## config.mk

```make
export PLATFORM = sky130hd
export DESIGN_NAME = lu_share_arbiter
export DESIGN_NICKNAME = d
export VERILOG_FILES = /design/src/rtl/lu_share_arbiter_pkg.sv /design/src/rtl/lu_share_arbiter_rr_pick.sv /design/src/rtl/lu_share_arbiter.sv
export SDC_FILE = /design/constraint.sdc
export NUM_CORES = 1
export LEC_CHECK = 0
export BUFFER_PORTS_ARGS = -buffer_cell sky130_fd_sc_hd__buf_2
export CORE_ASPECT_RATIO = 1.1
export CORE_UTILIZATION = 40
export DETAILED_ROUTE_END_ITERATION = 10
export GPL_TIMING_DRIVEN = 0
export PLACE_DENSITY = 0.74
export REMOVE_ABC_BUFFERS = 1
export SYNTH_ARGS = -nofsm -noshare
export SYNTH_HDL_FRONTEND = slang
export SYNTH_HIERARCHICAL = 1
export SYNTH_SLANG_ARGS = --single-unit
```

## constraint.sdc

```tcl
create_clock -name clk -period 3.01 [get_ports clk]
set_input_delay 0.602 -clock clk [delete_from_list [all_inputs] [get_ports clk]]
set_output_delay 0.602 -clock clk [all_outputs]
set_load 0.05 [all_outputs]
```

## src/rtl/lu_share_arbiter_pkg.sv

```systemverilog
`default_nettype none
// ============================================================================
//  Module : lu_share_arbiter_pkg
//  Brief  : FSM state encodings and logic-unit op codes for the shared LU arbiter.
//  Rev    : 1.0  initial release
// ============================================================================
package lu_share_arbiter_pkg;

    typedef enum logic [1:0] {
        ST_IDLE = 2'b00,
        ST_EXEC = 2'b01,
        ST_DONE = 2'b10
    } state_t;

    localparam logic [1:0] OP_AND = 2'b00;
    localparam logic [1:0] OP_OR  = 2'b01;
    localparam logic [1:0] OP_XOR = 2'b10;
    localparam logic [1:0] OP_NOT = 2'b11;

endpackage
`default_nettype wire

```

## src/rtl/lu_share_arbiter_rr_pick.sv

```systemverilog
`default_nettype none
// ============================================================================
//  Module : lu_share_arbiter_rr_pick
//  Brief  : Combinational round-robin pick: first set req at or after ptr.
//  Rev    : 1.0  initial release
// ============================================================================
module lu_share_arbiter_rr_pick #(
    parameter int NREQ = 4,
    parameter int PW   = $clog2(NREQ)
) (
    input  logic [NREQ-1:0] req,
    input  logic [PW-1:0]   ptr,
    output logic [PW-1:0]   winner,
    output logic            any
);

    int            w_sum;
    logic [PW-1:0] w_idx;

    // Walk from farthest to nearest so the candidate closest to ptr is written last.
    always_comb begin
        winner = '0;
        any    = |req;
        w_sum  = 0;
        w_idx  = '0;
        for (int k = NREQ - 1; k >= 0; k--) begin
            w_sum = int'(ptr) + k;
            if (w_sum >= NREQ) begin
                w_sum = w_sum - NREQ;
            end
            w_idx = PW'(w_sum);
            if (req[w_idx]) begin
                winner = w_idx;
            end
        end
    end

endmodule
`default_nettype wire

```

## src/rtl/lu_share_arbiter.sv

```systemverilog
`default_nettype none
// ============================================================================
//  Module : lu_share_arbiter
//  Brief  : Round-robin sharing of one external 4-bit logic unit among NREQ users.
//  Rev    : 1.0  initial release
// ============================================================================
module lu_share_arbiter
    import lu_share_arbiter_pkg::*;
#(
    parameter int NREQ = 4,
    parameter int W    = 4
) (
    input  logic              clk,
    input  logic              rst,
    input  logic [NREQ-1:0]   req,
    input  logic [NREQ*W-1:0] a_in,
    input  logic [NREQ*W-1:0] b_in,
    input  logic [NREQ*2-1:0] s_in,
    output logic [W-1:0]      lu_a,
    output logic [W-1:0]      lu_b,
    output logic [1:0]        lu_s,
    input  logic [W-1:0]      lu_y,
    output logic [W-1:0]      y_out,
    output logic [NREQ-1:0]   done,
    output logic              busy
);

    localparam int PW = $clog2(NREQ);
    localparam logic [PW-1:0] c_last = PW'(NREQ - 1);

    state_t          r_state;
    state_t          w_state_nxt;
    logic [PW-1:0]   r_ptr;
    logic [PW-1:0]   r_owner;
    logic [PW-1:0]   w_winner;
    logic            w_any;
    logic [W-1:0]    r_lu_a;
    logic [W-1:0]    r_lu_b;
    logic [1:0]      r_lu_s;
    logic [W-1:0]    r_y;
    logic [NREQ-1:0] r_done;
    logic [NREQ-1:0] w_owner_onehot;

    lu_share_arbiter_rr_pick #(
        .NREQ (NREQ),
        .PW   (PW)
    ) u_rr_pick (
        .req    (req),
        .ptr    (r_ptr),
        .winner (w_winner),
        .any    (w_any)
    );

    assign w_owner_onehot = NREQ'(1) << r_owner;

    always_comb begin
        w_state_nxt = r_state;
        case (r_state)
            ST_IDLE: if (w_any) w_state_nxt = ST_EXEC;
            ST_EXEC: w_state_nxt = ST_DONE;
            ST_DONE: w_state_nxt = ST_IDLE;
            default: w_state_nxt = ST_IDLE;
        endcase
    end

    always_ff @(posedge clk) begin
        if (rst) begin
            r_state <= ST_IDLE;
        end else begin
            r_state <= w_state_nxt;
        end
    end

    // Operands are frozen at the grant edge; later a_in/b_in/s_in changes are ignored.
    always_ff @(posedge clk) begin
        if (rst) begin
            r_ptr   <= '0;
            r_owner <= '0;
            r_lu_a  <= '0;
            r_lu_b  <= '0;
            r_lu_s  <= '0;
            r_y     <= '0;
            r_done  <= '0;
        end else begin
            case (r_state)
                ST_IDLE: begin
                    if (w_any) begin
                        r_lu_a  <= a_in[w_winner*W +: W];
                        r_lu_b  <= b_in[w_winner*W +: W];
                        r_lu_s  <= s_in[w_winner*2 +: 2];
                        r_owner <= w_winner;
                    end
                end
                ST_EXEC: begin
                    r_y    <= lu_y;
                    r_done <= w_owner_onehot;
                end
                ST_DONE: begin
                    r_done <= '0;
                    r_ptr  <= (r_owner == c_last) ? '0 : r_owner + 1'b1;
                end
                default: r_done <= '0;
            endcase
        end
    end

    assign lu_a  = r_lu_a;
    assign lu_b  = r_lu_b;
    assign lu_s  = r_lu_s;
    assign y_out = r_y;
    assign done  = r_done;
    assign busy  = (r_state != ST_IDLE);

endmodule
`default_nettype wire
```

======== Word-level counts from Yosys, hierarchy flattened ========
Cells that the tools add are included.
cells by class
  shift-type cells ........................ 4
  bitwise logic cells ..................... 0
  reduce and logical (&&, ||, !) cells .... 4
  mux-type cells .......................... 20
  div/mod/pow operators ................... 0
  multipliers ............................. 0
  $add $sub $neg .......................... 8
  order comparisons ....................... 8
  equal/unequal tests ..................... 4
operators with widths
  kind                                                                                 number
  16-bit by 5-bit indexed part select with 4-bit output                                2
  2-bit 2-to-1 mux                                                                     10
  2-bit by 3-bit < comparator with 1-bit output, second input constant                 4
  3-bit greater-or-equal comparator, second input constant                             3
  1-bit binary-select mux with 2-bit select                                            4
  4-bit case mux with 2 select lines                                                   1
  8-bit by 4-bit indexed part select with 2-bit output                                 1
  2-bit by 1-bit subtractor with 2-bit output, second input constant                   4
  2-bit by 2-bit adder with 3-bit output, second input constant                        2
  2-bit equality test, second input constant                                           2
  1-bit 2-to-1 mux                                                                     4
  2-bit case mux with 2 select lines                                                   1
  4-bit OR reduction                                                                   1
  1-bit by 2-bit left shift with 4-bit output, first input constant                    1
  2-bit by 1-bit adder with 3-bit output, second input constant                        1
  2-bit by 3-bit greater-or-equal comparator with 1-bit output, second input constant  1
  2-bit by 1-bit adder with 2-bit output, second input constant                        1
  2-bit by 1-bit equality test with 1-bit output, second input constant                1
  2-bit zero test                                                                      1
  2-bit by 1-bit inequality test with 1-bit output, second input constant              1
  2-bit AND reduction                                                                  1
  2-bit nonzero test                                                                   1
word-level totals
  flip-flop bits (word level) ............. 24
  word-level logic and storage cells ...... 56
  RAM bits ................................ 0
  bits in read-only memories .............. 0
  memories ................................ 0
  input bits .............................. 50
  latch bits .............................. 0
  output and inout bits ................... 19

======== Logic depth before layout (Yosys ltp) ========
  word-level depth ........................ 10
  depth in mapped cells ................... 6
  gate-level depth less buffers ........... 5

======== Hierarchy ========
The synthesis kept the hierarchy.
by module, submodules not included
  module                    instances  area each (µm²)  cells an instance  seq. area each (µm²)
  lu_share_arbiter          1          1132.3           88                 480.5
  lu_share_arbiter_rr_pick  1          77.6             13                 0.0

======== Least setup slack after synthesis ========
No wires, ideal clock.
  path type ............................... input-to-reg
  start ................................... input req[3]
  end ..................................... register r_lu_a[1] (netlist: lu_a[1])
  required time ........................... 2893 ps
  arrival ................................. 1838 ps
  setup time .............................. 117 ps
  path buffers ............................ 1
  stages on the path ...................... 5
  path slack .............................. 1055 ps
  cell sequence ........................... mux2i_1 > a211oi_2 > buf_6 > mux4_2 > a22o_1
on the way
  word-level cells in the longest chain between the ends .. 7
  elaborated cells on any way between the ends .. 15
  classes of those cells .................. shift (1); mux (12); reduce/logical (2)
ends and longest elaborated chain
  what                                                       RTL line                        source
  from (decl)                                                lu_share_arbiter.sv:15          input logic [NREQ-1:0] req,
  1-bit binary-select mux with 2-bit select                  lu_share_arbiter_rr_pick.sv:32  if (req[w_idx]) begin
  1-bit 2-to-1 mux (implied by the code)                     lu_share_arbiter_rr_pick.sv:32
  2-bit 2-to-1 mux (3 in series)                             lu_share_arbiter_rr_pick.sv:32
  2-bit 2-to-1 mux (*)                                       lu_share_arbiter_rr_pick.sv:32
  net w_winner[0]                                            lu_share_arbiter.sv:35          logic [PW-1:0] w_winner;
  16-bit by 5-bit indexed part select with 4-bit output (*)  lu_share_arbiter.sv:88          r_lu_a <= a_in[w_winner*W +: W];
  to (signal assigned)                                       lu_share_arbiter.sv:88
  to (decl)                                                  lu_share_arbiter.sv:37          logic [W-1:0] r_lu_a;
The timed path passes the listed nets; every way through them passes the cells marked *. The select of a mux whose other input is x is not followed.
A chain may end at the register's enable or synchronous reset.

======== Worst setup path after layout ========
  start ................................... register r_ptr[0]
  end ..................................... register r_lu_a[0] (netlist: lu_a[0])
on the way
  word-level cells in the longest chain between the ends .. 10
  elaborated cells on any way between the ends .. 28
  classes of those cells .................. add/sub (7); order compare (4); shift (1); mux (16)
ends and longest elaborated chain
  what                                                                                              RTL line                                                        source
  from (decl)                                                                                       lu_share_arbiter.sv:33                                          logic [PW-1:0] r_ptr;
  from (signal assigned)                                                                            lu_share_arbiter.sv:100                                         r_ptr <= (r_owner == c_last) ? '0 : r_owner + 1'b1;
  2-bit by 2-bit adder with 3-bit output                                                            lu_share_arbiter_rr_pick.sv:27                                  w_sum = int'(ptr) + k;
  3-bit greater-or-equal comparator or 2-bit by 1-bit subtractor with 2-bit output (tied branches)  lu_share_arbiter_rr_pick.sv:28, lu_share_arbiter_rr_pick.sv:29
  2-bit 2-to-1 mux                                                                                  lu_share_arbiter_rr_pick.sv:28                                  if (w_sum >= NREQ) begin
  1-bit binary-select mux with 2-bit select                                                         lu_share_arbiter_rr_pick.sv:32
  1-bit 2-to-1 mux (implied by the code)                                                            lu_share_arbiter_rr_pick.sv:32
  2-bit 2-to-1 mux (3 in series)                                                                    lu_share_arbiter_rr_pick.sv:32
  2-bit 2-to-1 mux (*)                                                                              lu_share_arbiter_rr_pick.sv:32
  net w_winner[1]                                                                                   lu_share_arbiter.sv:35
  16-bit by 5-bit indexed part select with 4-bit output (*)                                         lu_share_arbiter.sv:88
Marks and branches as above.

==> flow_metrics.tcl <==
set metrics [dict create \
    slew_viol_final 0 \
    routedWlPerCell_um 13.71 \
    floorplan.initialDensity_pct 42.79 \
    worst_skew_pair.late_latency_ps 310 \
    layout_cells_sized_above_1_pct 52.98 \
    ctsHtreeMaxLevel 1 \
    detail_route.drc_violations 0 \
    final_setup_violation_count 0 \
    die-height_um 59.68 \
    setup.reg_to_reg.worst_slack_ps 740 \
    power_density_nw_per_um2 539.2 \
    worst_slew_pin_slew_ps 991.5 \
    floorplan.rows 20 \
    avgViaCountPerCell 5.269 \
    criticalPathCategory "flip-flop to flip-flop" \
    rr_endpoint "lu_a[0]" \
    p_leak_nw 0.7867 \
    timing.max_slew.rel_slack_pct 33.66 \
    final_hold_fails 0 \
    post-route-min-period_ps 2266 \
    yosysTopAreaCell "sky130_fd_sc_hd__dfxtp_1" \
    yosys.cell_count.top_type "sky130_fd_sc_hd__dfxtp_1" \
    worst_hold_path.endpoint "lu_a[0]" \
    hold_start "lu_a[0]" \
    grt_use_met2_pct 35.54 \
    width_of_the_die_um 54.44 \
    grt.busiest_layer "met2" \
    clock_tree.root_cell "sky130_fd_sc_hd__clkbuf_4" \
    rr_worst_depth 5 \
    global_route.usage.total_pct 19.04 \
    kind_of_path_behind_the_tightest_hold_check "flip-flop to flip-flop" \
    drt.antenna.violating_nets 0 \
    power.internal_mw 0.5888 \
    clkSlewWorstSetupHoldPaths_ps 140 \
    irDropWorstVdd_v 0.0003360 \
    first_global_vias 1065 \
    status "finished, final reports clean" \
    globalplace.congestion 0.7354 \
    grt_antenna_before_repair 0 \
    worstPathMaxFanout 11 \
    tritoncts "built" \
    synth_common_cells "sky130_fd_sc_hd__dfxtp_1 (24), sky130_fd_sc_hd__mux2i_1 (12), sky130_fd_sc_hd__nor2_1 (12), sky130_fd_sc_hd__a22o_1 (10), sky130_fd_sc_hd__mux4_2 (10)" \
    critPathCaptureType "flip-flop" \
    drt_iter0_markers 11 \
    cts.path.max_buffers 2 \
    cts.sinks 24 \
    setup-tns-final_ps 0 \
    cts_resized 0 \
    drv_cap 0 \
    reg2reg_from "r_ptr[0]" \
    cts-buffers-inserted 3 \
    synth_edf_count 0 \
    synth-seq-area-share_pct 39.71 \
    core_area_um2 2828 \
    use_met1_pct 19.74 \
    cp_data_arrival_time_ps 2480 \
    min_path_cells 1 \
    detailedRoute.firstPassIterationCount 2 \
    clock_group_share_of_total_power_pct 26.6 \
    half_perimeter_wire_length_after_detailed_placement_mm 2.187 \
    postSynthCellCount 101 \
    post_cts_hold_buffer_count 0 \
    use_met3_pct 3.053 \
    seqPwrFrac_pct 42.8 \
    antenna_cells_inserted 0 \
    fmax_mhz 441.3 \
    ys_async_sr_fraction_pct 0 \
    ys.flop_type "sky130_fd_sc_hd__dfxtp_1" \
    die_footprint_um2 3249 \
    count_of_yosys_warnings_during_synthesis 6 \
    worstSetupStartpointType "flip-flop" \
    rsz0062_at_grt "no" \
    vias 1059 \
    syn-cell-area_um2 1210 \
    clock_skew_ps 11.35 \
    io_buffers 68 \
    postSynthRegisterBits 24 \
    grt.overflow.total 0 \
    syn2layout_area_growth_pct 32.37 \
    final_worst_hold_slack_ps 490.7 \
    grt_first_pass_wirelength_mm 4.381 \
    routed_wire_length_mm 2.755 \
    swShare_pct 31.82 \
    synth_top_area_cells "sky130_fd_sc_hd__dfxtp_1 (40%), sky130_fd_sc_hd__mux4_2 (19%), sky130_fd_sc_hd__mux2i_1 (9.9%), sky130_fd_sc_hd__a22o_1 (7.2%), sky130_fd_sc_hd__ha_1 (4.1%)" \
    final.period_utilization_pct 75.28 \
    cp.required_ps 3220 \
    grt_max_degree 16 \
    sw_power_mw 0.2748 \
    power_frac_comb_pct 30.5 \
    synth_largest_type_area_fraction_pct 39.71 \
    synth_area_per_cell_um2 11.98 \
    synth.lib_cells_used.distinct 24 \
    cts_setup_buffers 0 \
    final_nets 223 \
    boundaryPins 69 \
]
[layout by cell type, fill, tap and decap left out, types with 3 or more instances in the layout]
master	instances
sky130_fd_sc_hd__nor2_1	12
sky130_fd_sc_hd__nor3_1	4
sky130_fd_sc_hd__buf_2	68
sky130_fd_sc_hd__mux4_2	10
sky130_fd_sc_hd__dfxtp_1	24
sky130_fd_sc_hd__mux2i_1	12
sky130_fd_sc_hd__a22o_1	10
sky130_fd_sc_hd__nand2b_1	3
sky130_fd_sc_hd__clkbuf_4	3
sky130_fd_sc_hd__ha_1	4
sky130_fd_sc_hd__nand2_1	3
[power groups by stage]
stage          sequential, mW  combinational, mW  clock (mW)
3_5_place_dp            0.376              0.265           0
6_report                0.370              0.264       0.230
2_1_floorplan           0.453              0.108           0
5_1_grt                 0.375              0.281       0.251
3_3_place_gp            0.375              0.256           0
4_1_cts                 0.370              0.264       0.237
[worst max path at each step]
stage	depth (start not counted)	from	slack, ps	endpoint
final	5	r_ptr[0]	740	lu_a[0]
after global routing	5	r_ptr[0]	580	lu_a[0]
after CTS	5	r_ptr[1]	400	lu_a[0]
after detailed placement	6	req[2]	140	lu_a[0]
after global placement	5	req[3]	240	lu_a[0]
after floorplan	4	req[3]	550	lu_a[0]
[per-layer routing]
layer,wire length [µm],vias to the layer above
met1,1061,503
met4,27,0
met3,167,2
met2,1497,48
li1,-,506
met5,0,-
[registers in the layout, summed over array words and instances, names as in the netlist]
| register | flops |
|---|---|
| done | 4 |
| lu_s | 2 |
| y_out | 4 |
| lu_a | 4 |
| lu_b | 4 |
| r_ptr | 2 |
| r_owner | 2 |
| r_state | 2 |
[cell families (layout without fill, tap and decap cells)]
| family | Yosys count | in the layout | share of synthesized area, % |
|---|---|---|---|
| adders and majority gates | 4 | 4 | 4.137 |
| muxes | 22 | 22 | 28.54 |
| AOI/OAI and AO/OA | 14 | 14 | 9.721 |
| buffers and inverters | 8 | 75 | 4.757 |
| DFF | 24 | 24 | 39.71 |
| and+or+nand+nor | 29 | 29 | 13.13 |
[worst max-delay path: stages, from the launching register on]
cell,delay [ps]
sky130_fd_sc_hd__dfxtp_1,430
sky130_fd_sc_hd__nor3b_1,250
sky130_fd_sc_hd__a211oi_1,80
sky130_fd_sc_hd__nor2_1,760
sky130_fd_sc_hd__mux4_2,410
sky130_fd_sc_hd__a22o_1,230
[stage by stage]
stage | std cells | power, mW | util [%] | worst slack (ps) | area, µm²
floorplan | 95 | 0.5611 | - | 550.3 | 1160
global placement | 196 | 0.6307 | 54.51 | 238.6 | 1541
detailed placement | 196 | 0.6407 | 54.51 | 141.2 | 1541
CTS | 200 | 0.8709 | 56.37 | 399.6 | 1594
global route | 201 | 0.9071 | 56.64 | 582.4 | 1602
finish | 201 | 0.8636 | 56.64 | 744.1 | 1602
[layout make-up]
type,count,area (µm²)
multi-input combinational,69,671.9
timing repair buffer,69,347.8
fill,240,1226
sequential,24,480.5
inverter,2,7.507
tap,33,41.29
clock inverter,1,30.03
clock buffer,3,22.52
Note: power is estimated with default switching activity, not from simulation.
